**config.mk**
```make
export PLATFORM = sky130hd
export DESIGN_NAME = async_sync_sink
export DESIGN_NICKNAME = d
export VERILOG_FILES = /design/src/rtl/async_sync_sink.sv
export SDC_FILE = /design/constraint.sdc
export NUM_CORES = 1
export LEC_CHECK = 0
export CORE_UTILIZATION = 59
export DETAILED_ROUTE_END_ITERATION = 8
export PLACE_DENSITY = 0.9
export SLEW_MARGIN = 25
export SYNTH_ARGS = -nofsm -noshare
export SYNTH_HDL_FRONTEND = slang
export SYNTH_SLANG_ARGS = --single-unit
```
**constraint.sdc**
```tcl
create_clock -name clk -period 17.9 [get_ports clk]
set_input_delay 3.58 -clock clk [delete_from_list [all_inputs] [get_ports clk]]
set_output_delay 3.58 -clock clk [all_outputs]
set_load 0.02 [all_outputs]
```
**src/rtl/async_sync_sink.sv**
```systemverilog
`timescale 1ns/1ps
// -----------------------------------------------------------------------------
// async_sync_sink
//
// Clocked consumer for the asynchronous arbitrated merge. The merge presents a
// two-phase (transition-signalled) drive/free handshake with bundled data.
// This block brings each drive transition into the clk domain through a
// synchroniser, captures the bundled word into a first-word-fall-through
// FIFO, answers with a free transition, and offers the FIFO head to
// synchronous logic as a valid/ready stream.
//
// Ports
//   clk      : single clock for all state
//   rst      : asynchronous, active-high reset
//   i_drive  : two-phase request; every level change is one token
//   i_data   : bundled data, held by the merge until o_free changes
//   o_free   : two-phase acknowledge; every level change frees one token
//   o_valid  : FIFO head is valid
//   o_data   : FIFO head word (zero while empty)
//   i_ready  : downstream takes the head when o_valid & i_ready at clk rise
//   o_count  : FIFO occupancy, 0..DEPTH
//   o_err    : sticky flag, a second token arrived before the first was freed
// -----------------------------------------------------------------------------
module async_sync_sink #(
   parameter int DATA_WIDTH  = 105,
   parameter int DEPTH       = 4,
   parameter int SYNC_STAGES = 2
) (
   input  logic                      clk,
   input  logic                      rst,
   input  logic                      i_drive,
   input  logic [DATA_WIDTH-1:0]     i_data,
   output logic                      o_free,
   output logic                      o_valid,
   output logic [DATA_WIDTH-1:0]     o_data,
   input  logic                      i_ready,
   output logic [$clog2(DEPTH):0]    o_count,
   output logic                      o_err
);

   localparam int PTR_W = $clog2(DEPTH);
   localparam int CNT_W = PTR_W + 1;

   // Elaboration-time guard on the parameter ranges the pointer logic relies on.
   generate
      if (DEPTH < 2 || (DEPTH & (DEPTH - 1)) != 0) begin : g_bad_depth
         $error("async_sync_sink: DEPTH must be a power of two and at least 2");
      end
      if (SYNC_STAGES < 2) begin : g_bad_sync
         $error("async_sync_sink: SYNC_STAGES must be at least 2");
      end
   endgenerate

   typedef enum logic [0:0] {
      ST_IDLE = 1'b0,   // tokens are accepted as they arrive
      ST_HOLD = 1'b1    // one token is parked waiting for a free FIFO slot
   } state_t;

   // ---------------------------------------------------------------- state
   logic [SYNC_STAGES-1:0] sync_q,   sync_d;
   logic                   d_prev_q, d_prev_d;
   state_t                 state_q,  state_d;
   logic [PTR_W-1:0]       wr_ptr_q, wr_ptr_d;
   logic [PTR_W-1:0]       rd_ptr_q, rd_ptr_d;
   logic [CNT_W-1:0]       count_q,  count_d;
   logic                   free_q,   free_d;
   logic                   err_q,    err_d;
   logic [DATA_WIDTH-1:0]  mem_q [DEPTH];

   // ---------------------------------------------------------------- decode
   logic tok_s;       // one-cycle pulse per synchronised drive transition
   logic full_s;      // occupancy before this edge's pop
   logic push_s;
   logic pop_s;
   logic err_set_s;

   // Synchroniser shift, previous-level tracking and token edge detection.
   always_comb begin
      sync_d   = {sync_q[SYNC_STAGES-2:0], i_drive};
      d_prev_d = sync_q[SYNC_STAGES-1];
      tok_s    = sync_q[SYNC_STAGES-1] ^ d_prev_q;
   end

   // Full is judged on the pre-pop count: a pop never makes room for a push
   // on the same edge, which keeps the write path independent of i_ready.
   always_comb begin
      full_s = (count_q == CNT_W'(DEPTH));
      pop_s  = (count_q != {CNT_W{1'b0}}) & i_ready;
   end

   // FSM next-state logic.
   always_comb begin
      state_d = state_q;
      case (state_q)
         ST_IDLE: begin
            if (tok_s && full_s) begin
               state_d = ST_HOLD;
            end else begin
               state_d = ST_IDLE;
            end
         end
         ST_HOLD: begin
            if (!full_s) begin
               state_d = ST_IDLE;
            end else begin
               state_d = ST_HOLD;
            end
         end
         default: state_d = ST_IDLE;
      endcase
   end

   // FSM outputs: when to write the bundled word and when a token is illegal.
   // In HOLD the parked token is written as soon as a slot exists; no new
   // token may arrive there because its predecessor has not been freed.
   always_comb begin
      push_s    = 1'b0;
      err_set_s = 1'b0;
      case (state_q)
         ST_IDLE: begin
            push_s    = tok_s & ~full_s;
            err_set_s = 1'b0;
         end
         ST_HOLD: begin
            push_s    = ~full_s;
            err_set_s = tok_s;
         end
         default: begin
            push_s    = 1'b0;
            err_set_s = 1'b0;
         end
      endcase
   end

   // Pointer, occupancy, acknowledge and error-flag next values.
   always_comb begin
      if (push_s) begin
         wr_ptr_d = wr_ptr_q + PTR_W'(1'b1);
      end else begin
         wr_ptr_d = wr_ptr_q;
      end

      if (pop_s) begin
         rd_ptr_d = rd_ptr_q + PTR_W'(1'b1);
      end else begin
         rd_ptr_d = rd_ptr_q;
      end

      case ({push_s, pop_s})
         2'b10:   count_d = count_q + CNT_W'(1'b1);
         2'b01:   count_d = count_q - CNT_W'(1'b1);
         default: count_d = count_q;
      endcase

      // Every write frees exactly one token back to the merge.
      free_d = free_q ^ push_s;
      err_d  = err_q | err_set_s;
   end

   // Control registers with asynchronous reset.
   always_ff @(posedge clk or posedge rst) begin
      if (rst) begin
         sync_q   <= {SYNC_STAGES{1'b0}};
         d_prev_q <= 1'b0;
         state_q  <= ST_IDLE;
         wr_ptr_q <= {PTR_W{1'b0}};
         rd_ptr_q <= {PTR_W{1'b0}};
         count_q  <= {CNT_W{1'b0}};
         free_q   <= 1'b0;
         err_q    <= 1'b0;
      end else begin
         sync_q   <= sync_d;
         d_prev_q <= d_prev_d;
         state_q  <= state_d;
         wr_ptr_q <= wr_ptr_d;
         rd_ptr_q <= rd_ptr_d;
         count_q  <= count_d;
         free_q   <= free_d;
         err_q    <= err_d;
      end
   end

   // Storage array. i_data is taken without synchronisation: the merge holds
   // it steady from its drive transition until it sees o_free change.
   always_ff @(posedge clk) begin
      if (push_s) begin
         mem_q[wr_ptr_q] <= i_data;
      end
   end

   // ---------------------------------------------------------------- outputs
   // Stale memory is masked while empty so o_data reads zero out of reset.
   always_comb begin
      o_valid = (count_q != {CNT_W{1'b0}});
      if (o_valid) begin
         o_data = mem_q[rd_ptr_q];
      end else begin
         o_data = {DATA_WIDTH{1'b0}};
      end
      o_count = count_q;
      o_free  = free_q;
      o_err   = err_q;
   end

endmodule

```
==> run_results.csv <==
group,metric,value,unit
run_status,run_status,"complete, no violations",
global_routing,grt_pass1_vias,8555,
power_and_ir_drop,switchingPower,0.00120,W
power_and_ir_drop,combPwrFrac,0.389,
power_and_ir_drop,internal_power,0.00262,W
yosys,yosysSeqAreaShare,0.787,
drt,drtIter0Drc,640,
sta,setup_tns,0,ns
sta,relSlewSlack,0.419,
floorplanning,die_x,169,um
power_and_ir_drop,ir_drop,0.131,mV
global_routing,antenna_found_initial,0,
floorplanning,rows,60,
floorplanning,die_area,28500,um^2
drt,highest_layer,"met4",
power_and_ir_drop,power.share.clock,0.225,
drt,detail-route-antenna-nets,0,
sta,setup_ws,10.29,ns
drt,vias_per_cell,5.72,
finish,antenna_cells,0,
sta,setup-violations-final,0,
yosys,async_flop_share,0.0300,
power_and_ir_drop,switching_share,0.314,
sta,fin_crit_sh,0.425,
cts,root_buffer,"clkbuf_16",
worst_hold_path,worst_hold_path.endpoint,"sync_q[1]$_DFF_PP0_",
cts,cts_made_buffers,43,
yosys,ys_types,22,
drt,wl_met2,17.0,mm
yosys,synth_area,16400,um^2
floorplanning,io_pins,220,
yosys,synth-edff-count,420,
cts,clock_sinks,433,
run,drv_cap,0,
worst_hold_path,hold_class,"register to register",
worst_setup_path,ff2ff_setup_slack,15.30,ns
worst_setup_path,cp.arrival,4.03,ns
finish,final_cell_mix,"edfxtp_1 (420), clkdlybuf4s50_1 (219), and2_1 (106)",
placement,placed_area,19000,um^2
yosys,avgSynthCellArea,22.9,um^2
cts,clkTransAtPathRegs,0.06,ns
global_routing,grt_usage,0.234,
worst_hold_path,min_from,"sync_q[0]$_DFF_PP0_",
drt,route.detailed.drc,0,
cts,cts_tree,"done",
sta,maxSlewViolCount,0,
worst_setup_path,worstSetupPathType,"register to output pin",
drt,firstDrtPassIters,4,
floorplanning,start_util,0.605,
drt,routed_wl,32.3,mm
worst_setup_path,required,14.32,ns
finish,drive_gt1_frac,0.193,
drt,dr_total_vias,7803,
worst_setup_path,path_max_fanout,49,
finish,fin_nets,1073,
cts,clk_latency,0.52,ns
cts,post_cts_buffers,0,
worst_setup_path,endpoint_kind,"output pin",
drt,met1_length,12.4,mm
sta,grt_setup_unrepaired,"no",
placement,dpl.hpwl,18.1,mm
sta,clock.fmax,131,MHz
power_and_ir_drop,seq_power_share,0.386,
yosys,syn_inst,718,
yosys,ys_warn_count,0,
finish,final_util,0.752,
drt,wl_met3,2.45,mm
worst_setup_path,start_kind,"register",
yosys,synth_ff_type,"edfxtp_1",
worst_setup_path,r2r_cells,4,
global_routing,grt_max_degree,76,
cts,cts_resized,0,
cts,htreeDepth,2,
worst_hold_path,hold_depth,0,
cts,hold_buffers,0,
finish,stdcell_area,20400,um^2
power_and_ir_drop,power_density,187,nW/um^2
sta,clock_skew,0.0137,ns
drt,post_drt_wl_per_cell,23.7,um
sta,hold_violations,0,
global_routing,grt_pass1_wl,49.1,mm
yosys,synthesis.nets,833,
floorplanning,core-area,27200,um^2
global_routing,grt_overflow,0,
sta,min_period,7.61,ns
floorplanning,die_h,169,um
power_and_ir_drop,leakage,6.68,nW
placement,post-place-ws,10.45,ns
worst_setup_path,r2r-start,"rd_ptr_q[0]$_DFFE_PP0P_",
placement,globalplace.congestion,0.702,
finish,final_common_cell,"edfxtp_1",
cts,clockBufferDepth,3,
yosys,synth-seq-cells,433,
finish,area_growth_syn_to_layout,24.3,%
sta,worstMarginPinSlew,0.872,ns
placement,port_buffers,219,
worst_setup_path,worstReg2RegEnd,"rd_ptr_q[1]$_DFFE_PP0P_",
[metrics by stage]
step,hold slack [ns],std cells,power (W)
2_1_floorplan,0.331,718,0.00240
3_3_place_gp,0.337,1284,0.00295
3_5_place_dp,0.349,1285,0.00299
4_1_cts,0.374,1363,0.00387
5_1_grt,0.380,1363,0.00399
6_report,0.371,1363,0.00383
[routing by layer]
metal / vias to the layer above / GRT usage
li1: 3393 / -
met1: 4078 / 0.296
met2: 296 / 0.409
met3: 36 / 0.0594
met4: 0 / 0.0518
met5: - / 0
[how the worst max path moves through the flow]
stage                                  from               endpoint  depth (start not counted)
CTS                 rd_ptr_q[0]$_DFFE_PP0P_              o_data[3]                          5
global route        rd_ptr_q[0]$_DFFE_PP0P_             o_data[96]                          5
finish              rd_ptr_q[0]$_DFFE_PP0P_              o_data[3]                          5
detailed placement  rd_ptr_q[0]$_DFFE_PP0P_              o_data[3]                          5
floorplan            o_count[2]$_DFFE_PP0P_  mem_q[0][0]$_DFFE_PP_                          3
global placement    rd_ptr_q[0]$_DFFE_PP0P_              o_data[0]                          5
[synth_stat cells (all sizes together), types with 4 or more instances]
master,count,area (um^2)
dfrtp,13,325
nor2,7,26.3
mux4,105,2360
xor2,4,35.0
and2,106,663
clkbuf,16,60.1
edfxtp,420,12600
inv,10,37.5
xnor2,4,35.0
ha,5,62.6
buf,20,138
[registers in the layout, indices dropped and copies added, names as in the netlist]
register  cells
mem_q       420
o_count       3
rd_ptr_q      2
sync_q        2
wr_ptr_q      2
d_prev_q      1
o_err         1
o_free        1
state_q       1
[kinds of logic after synthesis]
group	after synthesis	share of synthesized area
multiplexers	107	0.145
buffers and inverters	46	0.0143
flip-flops	433	0.787
AO/OA/AOI/OAI	2	0.000990
adder cells (fa/ha/maj)	6	0.00502
AND/OR/NAND/NOR	116	0.0432
XOR/XNOR	8	0.00426
[power by group through the flow]
stage / clock, W / sequential [W] / combinational [W]
3_3_place_gp: 0 / 0.00148 / 0.00147
5_1_grt: 0.000914 / 0.00150 / 0.00158
4_1_cts: 0.000877 / 0.00148 / 0.00151
2_1_floorplan: 0 / 0.00148 / 0.000917
6_report: 0.000862 / 0.00148 / 0.00149
3_5_place_dp: 0 / 0.00150 / 0.00149
[critical path, cell delays in order, from the launching register on]
cell and delay, ns:
dfrtp_4 0.79, buf_4 0.63, buf_6 0.63, mux4_2 0.60
and2_1 0.18, clkdlybuf4s50_1 0.57
[layout make-up]
cell class	instances	area [um^2]
Sequential cell	433	12900
Fill cell	1462	6750
Clock buffer	57	1200
Tap cell	372	465
Timing Repair Buffer	231	2310
Clock inverter	21	178
Multi-Input combinational cell	239	3300
Inverter	10	37.5
Power figures use the tool's default switching activity.
==> edit 1, RTL diff (config.mk and constraints unchanged) <==
Put a register stage on the output `o_count`, cleared by the reset. The value now appears one clock later. The other outputs are not delayed to match.
--- a/src/rtl/async_sync_sink.sv
+++ b/src/rtl/async_sync_sink.sv
@@ -41,6 +41,8 @@
    localparam int PTR_W = $clog2(DEPTH);
    localparam int CNT_W = PTR_W + 1;
 
+   logic [$clog2(DEPTH):0] o_count_d;
+
    // Elaboration-time guard on the parameter ranges the pointer logic relies on.
    generate
       if (DEPTH < 2 || (DEPTH & (DEPTH - 1)) != 0) begin : g_bad_depth
@@ -197,10 +199,18 @@
       end else begin
          o_data = {DATA_WIDTH{1'b0}};
       end
-      o_count = count_q;
+      o_count_d = count_q;
       o_free  = free_q;
       o_err   = err_q;
    end
 
+   always_ff @(posedge clk or posedge rst) begin
+      if (rst) begin
+         o_count <= '0;
+      end else begin
+         o_count <= o_count_d;
+      end
+   end
+
 endmodule
 
Formal check against the unedited RTL: not equivalent (a bounded check fails within 4 cycles, from zero or initial values and one cycle with rst high).
==> edit 1 against the unedited design <==
Combinational power hardly changed; worst setup slack better by 580 ps; final cell count is 0.15% higher; wire length is 1.4% lower; synthesized area is 0.46% higher; register-to-register slack worse by 50 ps; utilization is 0.64 points higher; total power is 2.0% higher; highest routed layer is now met5; die area is 0.45% higher; design area is 0.86% higher; hold slack better by 10 ps; sequential cell count is 3 higher; maximum frequency is 8.2% higher.
==> edit 1: results (changes against the unedited design) <==
| Metric | Reported | Delta |
| --- | --- | --- |
| Number of global-route vias before repair | 8432 | was 8555 |
| Leading cell types by count after synthesis | sky130_fd_sc_hd__edfxtp_1, sky130_fd_sc_hd__and2_1, sky130_fd_sc_hd__mux4_2, sky130_fd_sc_hd__clkbuf_1, sky130_fd_sc_hd__dfrtp_1 | was sky130_fd_sc_hd__edfxtp_1, sky130_fd_sc_hd__and2_1, sky130_fd_sc_hd__mux4_2, sky130_fd_sc_hd__clkbuf_1, sky130_fd_sc_hd__buf_2 |
| Flip-flop and latch count | 436 | was 433 |
| First-pass GRT wire length | 48.6 mm | was 49.1 mm |
| Highest layer used for signal routing | met5 | was met4 |
| Proportion of synthesized chip area in sequential cells | 0.788 | was 0.787 |
| Worst IR Drop VDD | 0.000130 V | was 0.000131 V |
| Flip-flop and latch area | 13000 sq um | was 12900 sq um |
| Status | complete, no violations | unchanged |
| Cts bufs inserted | 42 | was 43 |
| Met1 wire length | 12.4 mm | about the same |
| Wire length on met2 | 16.6 mm | was 17.0 mm |
| Switching share of power | 0.310 | was 0.314 |
| Layout cells sized above 1 | 0.195 | was 0.193 |
| Dpl cell area | 19100 sq um | was 19000 sq um |
| Final HPWL DP | 18.5 mm | was 18.1 mm |
| Fraction of area in non-clock buffers | 0.112 | was 0.113 |
| Xor/xnor cell area share of the yosys netlist | 0.00424 | was 0.00426 |
| Largest stage delay, worst path | 900 ps | was 790 ps |
| Maximum number of pins on one net before global-route repair | 69 | was 76 |
| Routability congestion estimate | 0.698 | was 0.702 |
| Global-route met1 utilization | 0.301 | was 0.296 |
| Worst R2R End | count_q[2] | was rd_ptr_q[1] |
| Cell types occupying the most area after synthesis | sky130_fd_sc_hd__edfxtp_1, sky130_fd_sc_hd__mux4_2, sky130_fd_sc_hd__and2_1, sky130_fd_sc_hd__dfrtp_1, sky130_fd_sc_hd__buf_2 | unchanged |
| Worst r2r path cells | 9 | was 4 |
| CP Max Fanout | 68 | was 49 |
| Clock buffers and inverters, area share | 0.0717 | was 0.0674 |
| Number of antenna violations at the first check in global routing | 2 | was 0 |
| Total wirelength of the detailed-routed design | 31.8 mm | was 32.3 mm |
| Initial DRT Pass Iterations | 5 | was 4 |
| Critical register-to-register path startpoint | count_q[0] | was rd_ptr_q[0] |
| Final Net Count | 1075 | was 1073 |
| Met2 Usage GRT | 0.396 | was 0.409 |
| Origin of the worst setup path | rd_ptr_q[1] | was rd_ptr_q[0] |
| Clock buffer count | 45 | was 57 |
| Synthesized-area fraction occupied by adder cells | 0.00500 | was 0.00502 |
| Async S/R FF share, synth | 0.0367 | was 0.0300 |
edit 1: cell types whose count changed in the layout (fill, tap and decap cells not counted):
cell / delta
sky130_fd_sc_hd__clkbuf_8: -7
sky130_fd_sc_hd__bufinv_16: +6
sky130_fd_sc_hd__clkbuf_1: -5
sky130_fd_sc_hd__clkinvlp_4: +3
sky130_fd_sc_hd__dfrtp_1: +3
sky130_fd_sc_hd__buf_4: +2
sky130_fd_sc_hd__buf_6: -2
sky130_fd_sc_hd__buf_12: -1
sky130_fd_sc_hd__buf_16: +1
sky130_fd_sc_hd__clkinv_1: +1
sky130_fd_sc_hd__inv_6: +1
edit 1: per-stage QoR:
| step | utilization | instances | hold slack [ps] | setup slack [ps] |
|---|---|---|---|---|
| after floorplan | - | 721 | 331 | 12190 |
| after global placement | 0.703 | 1287 | 333 | 11300 |
| after detailed placement | 0.704 | 1288 | 356 | 11400 |
| after CTS | 0.758 | 1365 | 385 | 10820 |
| after global routing | 0.758 | 1365 | 390 | 10720 |
| final | 0.758 | 1365 | 381 | 10870 |
==> edit 2, RTL diff (config.mk and constraints unchanged) <==
Without the edit above. Set the parameter `DATA_WIDTH` to 210 (it was 105).
--- a/src/rtl/async_sync_sink.sv
+++ b/src/rtl/async_sync_sink.sv
@@ -22,7 +22,7 @@
 //   o_err    : sticky flag, a second token arrived before the first was freed
 // -----------------------------------------------------------------------------
 module async_sync_sink #(
-   parameter int DATA_WIDTH  = 105,
+   parameter int DATA_WIDTH  = 210,
    parameter int DEPTH       = 4,
    parameter int SYNC_STAGES = 2
 ) (
Interface: changed (resized i_data and o_data); port bits go from 220 to 430. No check against the original RTL was run, so the function may have changed too.
==> edit 2 against the unedited design <==
Total power increased by 100%; largest cell class unchanged; largest power group unchanged; via count is 100% higher; worst setup slack lost 710 ps; sequential cell count is 420 higher; critical path type unchanged; design area rose by 96%; critical endpoint is now o_data[45]; combinational power increased by 100%; wire length is 120% higher; synthesized area rose by 97%; register-to-register slack got worse by 1100 ps.
==> edit 2: results (changes against the unedited design) <==
| Metric | Reported | Delta |
| --- | --- | --- |
| Proportion of synthesized chip area in sequential cells | 0.790 | was 0.787 |
| Pleak | 13.0 nW | was 6.68 nW |
| Cell types occupying the most area after synthesis | sky130_fd_sc_hd__edfxtp_1, sky130_fd_sc_hd__mux4_2, sky130_fd_sc_hd__and2_1, sky130_fd_sc_hd__dfrtp_1, sky130_fd_sc_hd__buf_6 | was sky130_fd_sc_hd__edfxtp_1, sky130_fd_sc_hd__mux4_2, sky130_fd_sc_hd__and2_1, sky130_fd_sc_hd__dfrtp_1, sky130_fd_sc_hd__buf_2 |
| Register clock-pin slew on the reported worst setup and hold paths | 60 ps | about the same |
| Status | complete, no violations | unchanged |
| Total wirelength of the detailed-routed design | 71.8 mm | was 32.3 mm |
| Maximum number of pins on one net before global-route repair | 119 | was 76 |
| Clk_lat worst skew | 630 ps | was 520 ps |
| Kind of cell with the highest combined delay on the critical path | buffers and inverters | unchanged |
| Async S/R FF share, synth | 0.0152 | was 0.0300 |
| Mapped Nets | 1603 | was 833 |
| Number of distinct library cells after synthesis | 22 | unchanged |
| Root Buffer | sky130_fd_sc_hd__clkbuf_16 | unchanged |
| Floorplan die area | 55700 sq um | was 28500 sq um |
| CP Max Fanout | 43 | was 49 |
| Post-cts repair resize count | 0 | unchanged |
| Initial DRT Pass Iterations | 5 | was 4 |
| Final HPWL DP | 40.7 mm | was 18.1 mm |
| Synth warn | 0 | unchanged |
| H-tree depth reported by CTS | 3 | was 2 |
| Number of global-route vias before repair | 16900 | was 8555 |
| First-pass GRT wire length | 107 mm | was 49.1 mm |
| Worst hold-check path type | flip-flop to flip-flop | unchanged |
| Number of antenna violations at the first check in global routing | 7 | was 0 |
| CP max-delay cell | sky130_fd_sc_hd__buf_4 | was sky130_fd_sc_hd__dfrtp_4 |
| Setup clock skew after layout | 26.3 ps | was 13.7 ps |
| Number of enable-type register cells in the synthesized netlist | 840 | was 420 |
| Largest stage delay, worst path | 810 ps | was 790 ps |
| Final Net Count | 2070 | was 1073 |
| Cts bufs inserted | 82 | was 43 |
| Register with the most flip-flops | mem_q | unchanged |
| Synthesized flop and latch total | 853 | was 433 |
| Total global-route track usage | 0.262 | was 0.234 |
| Layout cells sized above 1 | 0.188 | was 0.193 |
| Transition time at the pin with the least slew margin | 1080 ps | was 872 ps |
| Buffers inserted by post-CTS timing repair | 0 | unchanged |
| Maximum clock path buffer count | 3 | unchanged |
| Leading cell types by count after synthesis | sky130_fd_sc_hd__edfxtp_1, sky130_fd_sc_hd__and2_1, sky130_fd_sc_hd__mux4_2, sky130_fd_sc_hd__clkbuf_1, sky130_fd_sc_hd__buf_2 | unchanged |
| Vias after detailed routing | 15800 | was 7803 |
| Number of I/O port buffers | 429 | was 219 |
| Worst IR Drop VDD | 0.000154 V | was 0.000131 V |
| Commonest register cell after synthesis | sky130_fd_sc_hd__edfxtp_1 | unchanged |
| Number of flip-flops in the largest register | 840 | was 420 |
| Routability congestion estimate | 0.785 | was 0.702 |
| Detailed Route Iter0 Violations | 1486 | was 640 |
-- edit 2: metal layers --
| metal | routed length (microns) | vias to the layer above | global-route usage |
|---|---|---|---|
| met4 | 1270 | 10 | 0.0669 |
| met2 | 37800 | 838 | 0.451 |
| met5 | 65 | - | 0 |
| met1 | 25800 | 8210 | 0.331 |
| li1 | - | 6601 | - |
| met3 | 6990 | 104 | 0.0737 |
-- edit 2: cells by family (layout without fill, tap and decap cells) --
logic type	count (synthesis)	in the layout	synth area share
AOI/OAI and AO/OA	2	2	0.000503
DFF	853	853	0.790
and+or+nand+nor	221	221	0.0423
adders and majority gates	6	6	0.00255
xor gates and xnor gates	8	8	0.00217
other	0	3	0
buffers and inverters	81	611	0.0153
muxes	212	212	0.147
-- edit 2: report_power, final --
part	switching, mW	internal [mW]	leakage (nW)
sequential	0.139	2.73	7.85
clock	0.725	1.06	1.36
combinational	1.62	1.43	3.81
-- edit 2: cell type report --
cell class                      count  area, sq um
Fill cell                        2734        13900
Antenna cell                        3         7.51
Clock buffer                       99         2180
Tap cell                          696          871
Clock inverter                     48          588
Multi-Input combinational cell    449         6320
Inverter                           10         37.5
Timing Repair Buffer              454         4550
Sequential cell                   853        25600
-- edit 2: final timing paths --
path / endpoint / from / slack, ps / cells after the start
max in group asynchronous: rd_ptr_q[1] / rst / 14200 / 2
worst max-delay path: o_data[45] / rd_ptr_q[0] / 9580 / 6
worst min register to register: sync_q[1] / sync_q[0] / 360 / 0
worst min-delay path: sync_q[1] / sync_q[0] / 360 / 0
worst max register to register: mem_q[3][77] / sync_q[1] / 14250 / 5
min in group asynchronous: o_count[0] / rst / 3300 / 2
-- edit 2: per-stage QoR --
stage          setup slack, ps  instances  cell area, sq um
2_1_floorplan             7580       1383             32300
3_3_place_gp              9980       2459             37300
5_1_grt                   9200       2609             40100
4_1_cts                   9230       2608             40100
3_5_place_dp              9970       2461             37300
6_report                  9580       2612             40100
-- edit 2: worst reg2reg max path: cells and delay by family, from the launching register on --
family | cells | cell delay (ps)
buffers and inverters | 2 | 1670
and+or+nand+nor | 1 | 600
DFF | 1 | 380
AOI/OAI and AO/OA | 1 | 270
xor gates and xnor gates | 1 | 250
